==> config.mk <==
export PLATFORM = sky130hd
export DESIGN_NAME = reaction_ctrl
export DESIGN_NICKNAME = d
export VERILOG_FILES = /design/src/rtl/reaction_ctrl.sv
export SDC_FILE = /design/constraint.sdc
export NUM_CORES = 1
export LEC_CHECK = 0
export BUFFER_PORTS_ARGS = -buffer_cell sky130_fd_sc_hd__buf_2
export CAP_MARGIN = 10
export CORE_MARGIN = 2
export CORE_UTILIZATION = 25
export CTS_CLUSTER_SIZE = 20
export DETAILED_ROUTE_END_ITERATION = 8
export GPL_TIMING_DRIVEN = 0
export PLACE_DENSITY = 0.49
export SLEW_MARGIN = 20
export SYNTH_ARGS = -nofsm -noshare
export SYNTH_HDL_FRONTEND = slang
export SYNTH_SLANG_ARGS = --single-unit
==> constraint.sdc <==
create_clock -name clk -period 3.65 [get_ports clk]
set_input_delay 0.1825 -clock clk [delete_from_list [all_inputs] [get_ports clk]]
set_output_delay 0.1825 -clock clk [all_outputs]
set_load 0.02 [all_outputs]
==> src/rtl/reaction_ctrl.sv <==
// Reaction-timer sequencer: turns clear/start/stop button levels into the
// armed -> random wait -> stimulus -> count -> result flow and tracks the best time.
module reaction_ctrl #(
    parameter int unsigned TICK_DIV    = 100000,
    parameter int unsigned MIN_WAIT_MS = 2000,
    parameter int unsigned WAIT_BITS   = 12,
    parameter int unsigned MAX_MS      = 1000
) (
    input  logic        clk,
    input  logic        rst,
    input  logic        clear,
    input  logic        start,
    input  logic        stop,
    output logic        led,
    output logic [13:0] ms_count,
    output logic [1:0]  disp_mode,
    output logic [13:0] best_ms,
    output logic        best_valid,
    output logic        busy
);

    localparam int unsigned DivW    = (TICK_DIV > 1) ? $clog2(TICK_DIV) : 1;
    localparam int unsigned WaitW   = 16;
    localparam logic [DivW-1:0]  DivLast = DivW'(TICK_DIV - 1);
    localparam logic [WaitW-1:0] MinWait = WaitW'(MIN_WAIT_MS);
    localparam logic [13:0]      MaxMs   = 14'(MAX_MS);

    typedef enum logic [2:0] {StIdle, StWait, StReact, StDone, StEarly, StTimeout} state_e;

    state_e            state_q, state_d;
    logic [DivW-1:0]   div_q, div_d;
    logic              div_clr;
    logic [15:0]       lfsr_q;
    logic [WaitW-1:0]  wait_tgt_q, wait_tgt_d;
    logic [WaitW-1:0]  wait_cnt_q, wait_cnt_d;
    logic [13:0]       ms_q, ms_d;
    logic [13:0]       best_q, best_d;
    logic              best_valid_q, best_valid_d;
    logic              clear_q, start_q, stop_q;
    logic              clear_ev, start_ev, stop_ev, tick;

    assign clear_ev = clear & ~clear_q;
    assign start_ev = start & ~start_q;
    assign stop_ev  = stop & ~stop_q;
    assign tick     = (div_q == DivLast);
    assign div_d    = (div_clr || tick) ? '0 : div_q + 1'b1;

    always_comb begin
        state_d      = state_q;
        ms_d         = ms_q;
        wait_tgt_d   = wait_tgt_q;
        wait_cnt_d   = wait_cnt_q;
        best_d       = best_q;
        best_valid_d = best_valid_q;
        div_clr      = 1'b0;
        if (clear_ev) begin
            state_d = StIdle;
            ms_d    = '0;
        end else begin
            case (state_q)
                StWait: begin
                    if (stop_ev) begin
                        state_d = StEarly;
                    end else if (tick) begin
                        wait_cnt_d = wait_cnt_q + 1'b1;
                        if (wait_cnt_q + 1'b1 == wait_tgt_q) begin
                            state_d = StReact;
                            ms_d    = '0;
                            div_clr = 1'b1;
                        end
                    end
                end
                StReact: begin
                    // Stop beats a coincident tick, so the count freezes at its pre-edge value.
                    if (stop_ev) begin
                        state_d = StDone;
                        if (!best_valid_q || ms_q < best_q) begin
                            best_d       = ms_q;
                            best_valid_d = 1'b1;
                        end
                    end else if (tick) begin
                        ms_d = ms_q + 1'b1;
                        if (ms_q + 14'd1 == MaxMs) begin
                            state_d = StTimeout;
                        end
                    end
                end
                StIdle, StDone, StEarly, StTimeout: begin
                    if (start_ev) begin
                        state_d    = StWait;
                        wait_tgt_d = MinWait + WaitW'(lfsr_q[WAIT_BITS-1:0]);
                        wait_cnt_d = '0;
                        div_clr    = 1'b1;
                    end
                end
                default: state_d = StIdle;
            endcase
        end
    end

    always_comb begin
        led       = 1'b0;
        busy      = 1'b0;
        disp_mode = 2'd0;
        case (state_q)
            StWait:    busy = 1'b1;
            StReact: begin
                led       = 1'b1;
                busy      = 1'b1;
                disp_mode = 2'd1;
            end
            StDone:    disp_mode = 2'd1;
            StEarly:   disp_mode = 2'd2;
            StTimeout: disp_mode = 2'd3;
            default:   disp_mode = 2'd0;
        endcase
    end

    assign ms_count   = ms_q;
    assign best_ms    = best_q;
    assign best_valid = best_valid_q;

    always_ff @(posedge clk) begin
        if (rst) begin
            state_q      <= StIdle;
            div_q        <= '0;
            lfsr_q       <= 16'hACE1;
            wait_tgt_q   <= '0;
            wait_cnt_q   <= '0;
            ms_q         <= '0;
            best_q       <= 14'h3FFF;
            best_valid_q <= 1'b0;
            clear_q      <= 1'b0;
            start_q      <= 1'b0;
            stop_q       <= 1'b0;
        end else begin
            state_q      <= state_d;
            div_q        <= div_d;
            // Fibonacci taps 16,14,13,11
            lfsr_q       <= {lfsr_q[14:0], lfsr_q[15] ^ lfsr_q[13] ^ lfsr_q[12] ^ lfsr_q[10]};
            wait_tgt_q   <= wait_tgt_d;
            wait_cnt_q   <= wait_cnt_d;
            ms_q         <= ms_d;
            best_q       <= best_d;
            best_valid_q <= best_valid_d;
            clear_q      <= clear;
            start_q      <= start;
            stop_q       <= stop;
        end
    end

endmodule

# Word level (Yosys, flattened, before mapping)
# Index checks and enable logic that the tools add are counted.
dict set report totals {
  mem_count 0
  romBits 0
  mem_bits_rw 0
  reg_bits 100
  latch_bits 0
  output_inout_bits 33
  elab_cells 87
  inputBits 5
}
dict set report op_classes {
  multipliers 0
  n_lt_le_gt_ge 1
  div 0
  shift 0
  bitwise 10
  muxes 27
  n_eq_ne 18
  n_reduce_logical 16
  addsub 4
}
# cell n
set op_table {}
lappend op_table {{two-way mux 14 bit} 5}
lappend op_table {{two-way mux 16 bit} 3}
lappend op_table {{case mux 16 bit (2 select lines)} 1}
lappend op_table {{case mux 14 bit (2 select lines)} 1}
lappend op_table {{two-way mux 3 bit} 7}
lappend op_table {{adder 17 x 1 -> 17 bit, second input constant} 1}
lappend op_table {{equality test 17 bit, second input constant} 1}
lappend op_table {{adder 16 x 1 -> 16 bit, second input constant} 1}
lappend op_table {{equality test 16 bit} 1}
lappend op_table {{adder 14 x 1 -> 14 bit, second input constant} 1}
lappend op_table {{equality test 14 x 10 -> 1 bit, second input constant} 1}
lappend op_table {{less-than comparator 14 bit} 1}
lappend op_table {{adder 11 x 12 -> 13 bit, first input constant} 1}
lappend op_table {{!= test 2 bit, second input constant} 6}
lappend op_table {{!= test 3 bit, second input constant} 4}
lappend op_table {{AND reduction 5 bit} 2}
lappend op_table {{case mux 3 bit (3 select lines)} 1}
lappend op_table {{OR reduction 2 bit} 4}
lappend op_table {{two-way mux 1 bit} 7}
lappend op_table {{equality test 3 x 2 -> 1 bit, second input constant} 2}
lappend op_table {{equality test 3 bit, second input constant} 2}
lappend op_table {{case mux 2 bit (3 select lines)} 1}
lappend op_table {{AND reduction 6 bit} 1}
lappend op_table {{inverter 1 bit} 4}
lappend op_table {{other kinds (11)} 17}

# Logic depth before layout (Yosys ltp)
dict set report depth {
  depth_word 9
  mapped_depth 11
  depth_no_buf 10
}

# Least setup slack after synthesis
# Ideal clock, no wire load.
dict set report synth_timing {
  kind {register to register}
  from {register wait_cnt_q[0]}
  to {register state_q[2]}
  period_less_slack_ps 2879
  required_ps 3580
  setup_ps 70
  path_buffers 1
  path_stages_with_launch 11
  arrival_ps 2809
  path_slack_ps 771
  cell_sequence {dfxtp_1 ha_1 buf_2 nand4_1 nor4_1 xnor2_1 o2111ai_1 nor4_1 a41oi_2 or4_1 a21oi_1}
}
dict set report synth_via {
  elab_chain_cells 4
}
# item line_no
set synth_rtl {}
lappend synth_rtl {{from (decl)} 35} ;# logic [WaitW-1:0] wait_cnt_q, wait_cnt_d;
lappend synth_rtl {{from (signal assigned)} 142} ;# wait_cnt_q <= wait_cnt_d;
lappend synth_rtl {{adder 16 x 1 -> 16 bit} 66} ;# if (wait_cnt_q + 1'b1 == wait_tgt_q) begin
lappend synth_rtl {{equality test 16 bit} 66}
lappend synth_rtl {{!= test 3 bit (no source line)} n/a}
lappend synth_rtl {{AND reduction 5 bit (no source line)} n/a}
lappend synth_rtl {{to (signal assigned)} 125} ;# state_q <= StIdle;
lappend synth_rtl {{to (signal assigned)} 137} ;# state_q <= state_d;
lappend synth_rtl {{to (decl)} 30} ;# state_e state_q, state_d;
# No other way between the ends.
# A chain may end at the register's enable or synchronous reset.

# Final worst setup path
# Same ends and word-level chain as after synthesis.

==> impl_summary.log <==
[metrics] transition at the pin with the smallest max-transition slack: 0.725 ns
[metrics] Worst Path Max Fanout: 8
[metrics] logic depth of the worst setup path including buffers: 10
[metrics] number of optimization iterations in the first detailed-route pass: 5
[metrics] horizontal die dimension: 148 um
[metrics] number of nets in the synthesized netlist: 661
[metrics] count of synthesis-stage warnings from yosys: 0
[metrics] Initial Utilization: 25.6%
[metrics] final worst clock skew: 0.00967 ns
[metrics] maximum number of pins on one net before global-route repair: 18
[metrics] total number of vias: 4487
[metrics] number of global-route vias before repair: 4290
[metrics] crit-path max cell delay: 0.53 ns
[metrics] clock tree buffer depth: 2
[metrics] number of nets in the final layout: 709
[metrics] family with the most delay on the worst path: simple AND/OR/NAND/NOR gates
[metrics] Yosys cell types: 56
[metrics] number of DRC markers after the initial detailed-route iteration: 345
[metrics] Storage cell area: 0.00194 mm2
[metrics] peak supply drop: 0.205 mV
[metrics] DR DRC count: 0
[metrics] clock net sink count: 97
[metrics] wire length after detailed routing: 13500 um
[metrics] Worst Path Arrival: 3.56 ns
[metrics] CTS tree: done
[metrics] outcome: complete, no violations
[metrics] critical path required time: 3.93 ns
[metrics] Ports: 38
[metrics] Post-Synthesis Cell Area: 0.00519 mm2
[metrics] clk slew on worst S/H paths: 0.07 ns
[metrics] Pwr per Cell Area: 398 mW/mm2
[metrics] insertion delay of the later-clocked pin in the worst-skew pair: 0.36 ns
[metrics] mean post-synth cell area: 8.17 um2
[metrics] Yosys reg bits: 97
[metrics] sequential-to-total area share from yosys stat: 37.4%
[metrics] cell total after placement: 942
[metrics] crit path buf inv count: 1
[metrics] top flip-flop cell by instance count after synthesis: sky130_fd_sc_hd__dfxtp_1
[metrics] Die H: 148 um
[metrics] cells along the critical path: ha_1 -> buf_2 -> nand4_1 -> nor4_2 -> xnor2_1 -> o2111ai_1 -> nor4_2 -> a41oi_2 -> or4_1 -> a21oi_1
[metrics] hold-critical path depth: 2
[metrics] Max Clk Rate: 305 MHz
[metrics] startpoint class of the critical path: flop
[metrics] Critical Path Slowest Stage Cell: sky130_fd_sc_hd__or4_1
[metrics] final critical delay including setup and external delays: 3.28 ns
[metrics] full die area: 0.0219 mm2
[metrics] Min-Delay Path Class: input port to flop
[metrics] Worst Setup Path Type: flop to flop
[metrics] number of standard cells after synthesis: 635
[metrics] Reg2Reg Setup Slack: 0.37 ns
[metrics] CTS H-tree lvls: 3
[metrics] Resized Gates After CTS: 0
[metrics] number of max-capacitance violations reported: 0
[metrics] fin cells: 958
[metrics] Leakage Power: 2.36 nW
[metrics] share of synthesized registers carrying an async set or reset: 0%
[metrics] worst max-slew margin expressed relative to the limit: 51.7%
[metrics] wire length of the first global-routing pass: 22600 um
[metrics] Ant. Diodes: 0
[metrics] Hold Vio Cnt, Final: 0
[metrics] final weighted congestion of routability-driven global placement: 0.802
[metrics] final max-slew violation count: 0
[metrics] Worst setup EP type: flop
[metrics] ANT nets after route: 0
[metrics] number of buffers inserted by post-CTS setup repair: 0
[metrics] final cycle utilization of the critical path: 89.8%
[metrics] Core Rows: 52
[metrics] antenna violations before repair: 0
[metrics] total routing usage reported by global routing: 12.9%
[metrics] R2R cell count: 10
[metrics] hold buffers post-CTS: 0
[metrics] number of buffers added on ports: 37
[metrics] root buffer cell: sky130_fd_sc_hd__clkbuf_16
[metrics] top cells by area in the synthesized netlist: sky130_fd_sc_hd__dfxtp_1 37%, sky130_fd_sc_hd__nor2_1 7.3%, sky130_fd_sc_hd__ha_1 5.1%
[metrics] worst setup slack after layout: 0.371 ns
[metrics] detailed-route wire length per cell: 14.1 um
[metrics] Num CTS Buffers: 9
[metrics] number of fill cells: 2233
[metrics] Post-Place Worst Slack: 0.0872 ns
[metrics] Core Region: 0.0203 mm2
[metrics] grt total ovfl: 0
[metrics] Synth-to-Final Area Change: 16.8%
[metrics] setup repair after global routing missed its margin: no
[metrics] fraction of final layout cells sized beyond drive strength 1: 12.5%
[metrics] Top cell by count, worst path: sky130_fd_sc_hd__nor4_2
[metrics] total of endpoints with negative setup slack in the final report: 0
[metrics] multi-input gate area in the final layout: 0.00305 mm2
[metrics] post-route setup TNS: 0 ns
[metrics] share of the synthesized area in the top cell type: 37.4%
[metrics] half-perimeter wire length after detailed placement: 9960 um
[metrics] top cell type by total area after synthesis: sky130_fd_sc_hd__dfxtp_1
[metrics] Vias per Instance: 4.68
[metrics] Post-synth EDFFs: 0
## per-layer routing
layer	vias to the layer above	wire, um	GRT usage, %
met3	14	615	3.68
li1	2310	-	-
met1	2074	6820	18.2
met4	0	133	2.71
met5	-	0	0
met2	89	5950	19.6
## cells in the mapped netlist, types with 2 or more instances
| library cell | instances |
|---|---|
| sky130_fd_sc_hd__nor2_1 | 101 |
| sky130_fd_sc_hd__dfxtp_1 | 97 |
| sky130_fd_sc_hd__a21oi_1 | 39 |
| sky130_fd_sc_hd__nand2_1 | 33 |
| sky130_fd_sc_hd__nand3_1 | 31 |
| sky130_fd_sc_hd__o21ai_0 | 28 |
| sky130_fd_sc_hd__inv_1 | 26 |
| sky130_fd_sc_hd__xnor2_1 | 26 |
| sky130_fd_sc_hd__xor2_1 | 25 |
| sky130_fd_sc_hd__ha_1 | 21 |
| sky130_fd_sc_hd__nor2b_1 | 20 |
| sky130_fd_sc_hd__mux2i_1 | 19 |
| sky130_fd_sc_hd__nand4_1 | 17 |
| sky130_fd_sc_hd__clkbuf_1 | 16 |
| sky130_fd_sc_hd__or2_2 | 14 |
| sky130_fd_sc_hd__nor3_1 | 13 |
| sky130_fd_sc_hd__and3_1 | 10 |
| sky130_fd_sc_hd__nand2b_1 | 9 |
| sky130_fd_sc_hd__or3_1 | 9 |
| sky130_fd_sc_hd__nor4_1 | 8 |
| sky130_fd_sc_hd__a211oi_1 | 7 |
| sky130_fd_sc_hd__nand3b_1 | 7 |
| sky130_fd_sc_hd__or4_1 | 6 |
| sky130_fd_sc_hd__a21o_1 | 4 |
| sky130_fd_sc_hd__a31oi_1 | 4 |
| sky130_fd_sc_hd__buf_2 | 4 |
| sky130_fd_sc_hd__o22a_1 | 4 |
| sky130_fd_sc_hd__a22oi_1 | 2 |
| sky130_fd_sc_hd__a41oi_1 | 2 |
| sky130_fd_sc_hd__and2_1 | 2 |
| sky130_fd_sc_hd__buf_4 | 2 |
| sky130_fd_sc_hd__nor4b_1 | 2 |
| sky130_fd_sc_hd__o2111ai_1 | 2 |
| sky130_fd_sc_hd__o22ai_1 | 2 |
| sky130_fd_sc_hd__or4_4 | 2 |
## registers in the layout, indices dropped and copies added, names as in the netlist
signal / flops
state_q: 3
best_ms: 14
wait_cnt_q: 16
clear_q: 1
best_valid: 1
lfsr_q: 16
start_q: 1
stop_q: 1
wait_tgt_q: 13
ms_count: 14
div_q: 17
## cell usage in the layout (no fill, tap or decap), types with 4 or more instances in the layout
cell type                   synthesis  routed
sky130_fd_sc_hd__a211oi_1           7       7
sky130_fd_sc_hd__a21o_1             4       4
sky130_fd_sc_hd__a21oi_1           39      39
sky130_fd_sc_hd__a31oi_1            4       4
sky130_fd_sc_hd__and3_1            10      10
sky130_fd_sc_hd__buf_2              4      41
sky130_fd_sc_hd__clkbuf_1          16      16
sky130_fd_sc_hd__clkbuf_16          0       9
sky130_fd_sc_hd__dfxtp_1           97      97
sky130_fd_sc_hd__ha_1              21      21
sky130_fd_sc_hd__inv_1             26      26
sky130_fd_sc_hd__mux2i_1           19      19
sky130_fd_sc_hd__nand2_1           33      33
sky130_fd_sc_hd__nand2b_1           9       9
sky130_fd_sc_hd__nand3_1           31      31
sky130_fd_sc_hd__nand3b_1           7       7
sky130_fd_sc_hd__nand4_1           17      17
sky130_fd_sc_hd__nor2_1           101     101
sky130_fd_sc_hd__nor2b_1           20      20
sky130_fd_sc_hd__nor3_1            13      13
sky130_fd_sc_hd__nor4_1             8       6
sky130_fd_sc_hd__o21ai_0           28      28
sky130_fd_sc_hd__o22a_1             4       4
sky130_fd_sc_hd__or2_2             14      14
sky130_fd_sc_hd__or3_1              9       9
sky130_fd_sc_hd__or4_1              6       6
sky130_fd_sc_hd__xnor2_1           26      26
sky130_fd_sc_hd__xor2_1            25      25
## worst register-to-register path: stages, from the launching register on
cell,delay (ns)
sky130_fd_sc_hd__dfxtp_1,0.48
sky130_fd_sc_hd__ha_1,0.19
sky130_fd_sc_hd__buf_2,0.18
sky130_fd_sc_hd__nand4_1,0.20
sky130_fd_sc_hd__nor4_2,0.47
sky130_fd_sc_hd__xnor2_1,0.20
sky130_fd_sc_hd__o2111ai_1,0.16
sky130_fd_sc_hd__nor4_2,0.40
sky130_fd_sc_hd__a41oi_2,0.22
sky130_fd_sc_hd__or4_1,0.54
sky130_fd_sc_hd__a21oi_1,0.16
## stage by stage
| stage | total power, mW | util [%] | hold slack (ns) | cell area, um2 |
|---|---|---|---|---|
| after detailed placement | 1.36 | 28.1 | 0.393 | 5710 |
| after global routing | 2.53 | 29.8 | 0.104 | 6060 |
| after floorplan | 1.29 | - | 0.311 | 5190 |
| after global placement | 1.36 | 28.1 | 0.393 | 5710 |
| final | 2.41 | 29.8 | 0.0723 | 6060 |
| after CTS | 2.44 | 29.8 | 0.0577 | 6050 |
## report_power, final
part	leakage [nW]	internal (mW)	total (mW)	switching, mW
Clock	0.162	0.630	1.08	0.451
Combinational	1.41	0.0797	0.209	0.130
Sequential	0.790	1.09	1.12	0.0272
## kinds of logic after synthesis
| group | share of synthesized area [%] |
|---|---|
| adder cells (fa/ha/maj) | 5.07 |
| flip-flops | 37.4 |
| AO/OA/AOI/OAI | 12.4 |
| XOR/XNOR | 8.61 |
| buffers and inverters | 4.10 |
| AND/OR/NAND/NOR | 28.7 |
| multiplexers | 3.67 |
## final timing paths
check	endpoint	startpoint
worst min register to register	lfsr_q[15]	lfsr_q[14]
worst max register to register	state_q[2]	wait_cnt_q[0]
worst min-delay path	start_q	start
worst max-delay path	state_q[2]	wait_cnt_q[0]
## cell type report
cell class | instances | area share (%)
buffer | 25 | 1.90
clock buffer | 10 | 3.94
clock inverter | 6 | 1.59
inverter | 26 | 1.61
multi-input combinational | 487 | 50.3
sequential | 97 | 32.1
tap | 270 | 5.58
timing repair buffer | 37 | 3.06
Note: power is estimated with default switching activity, not from simulation.
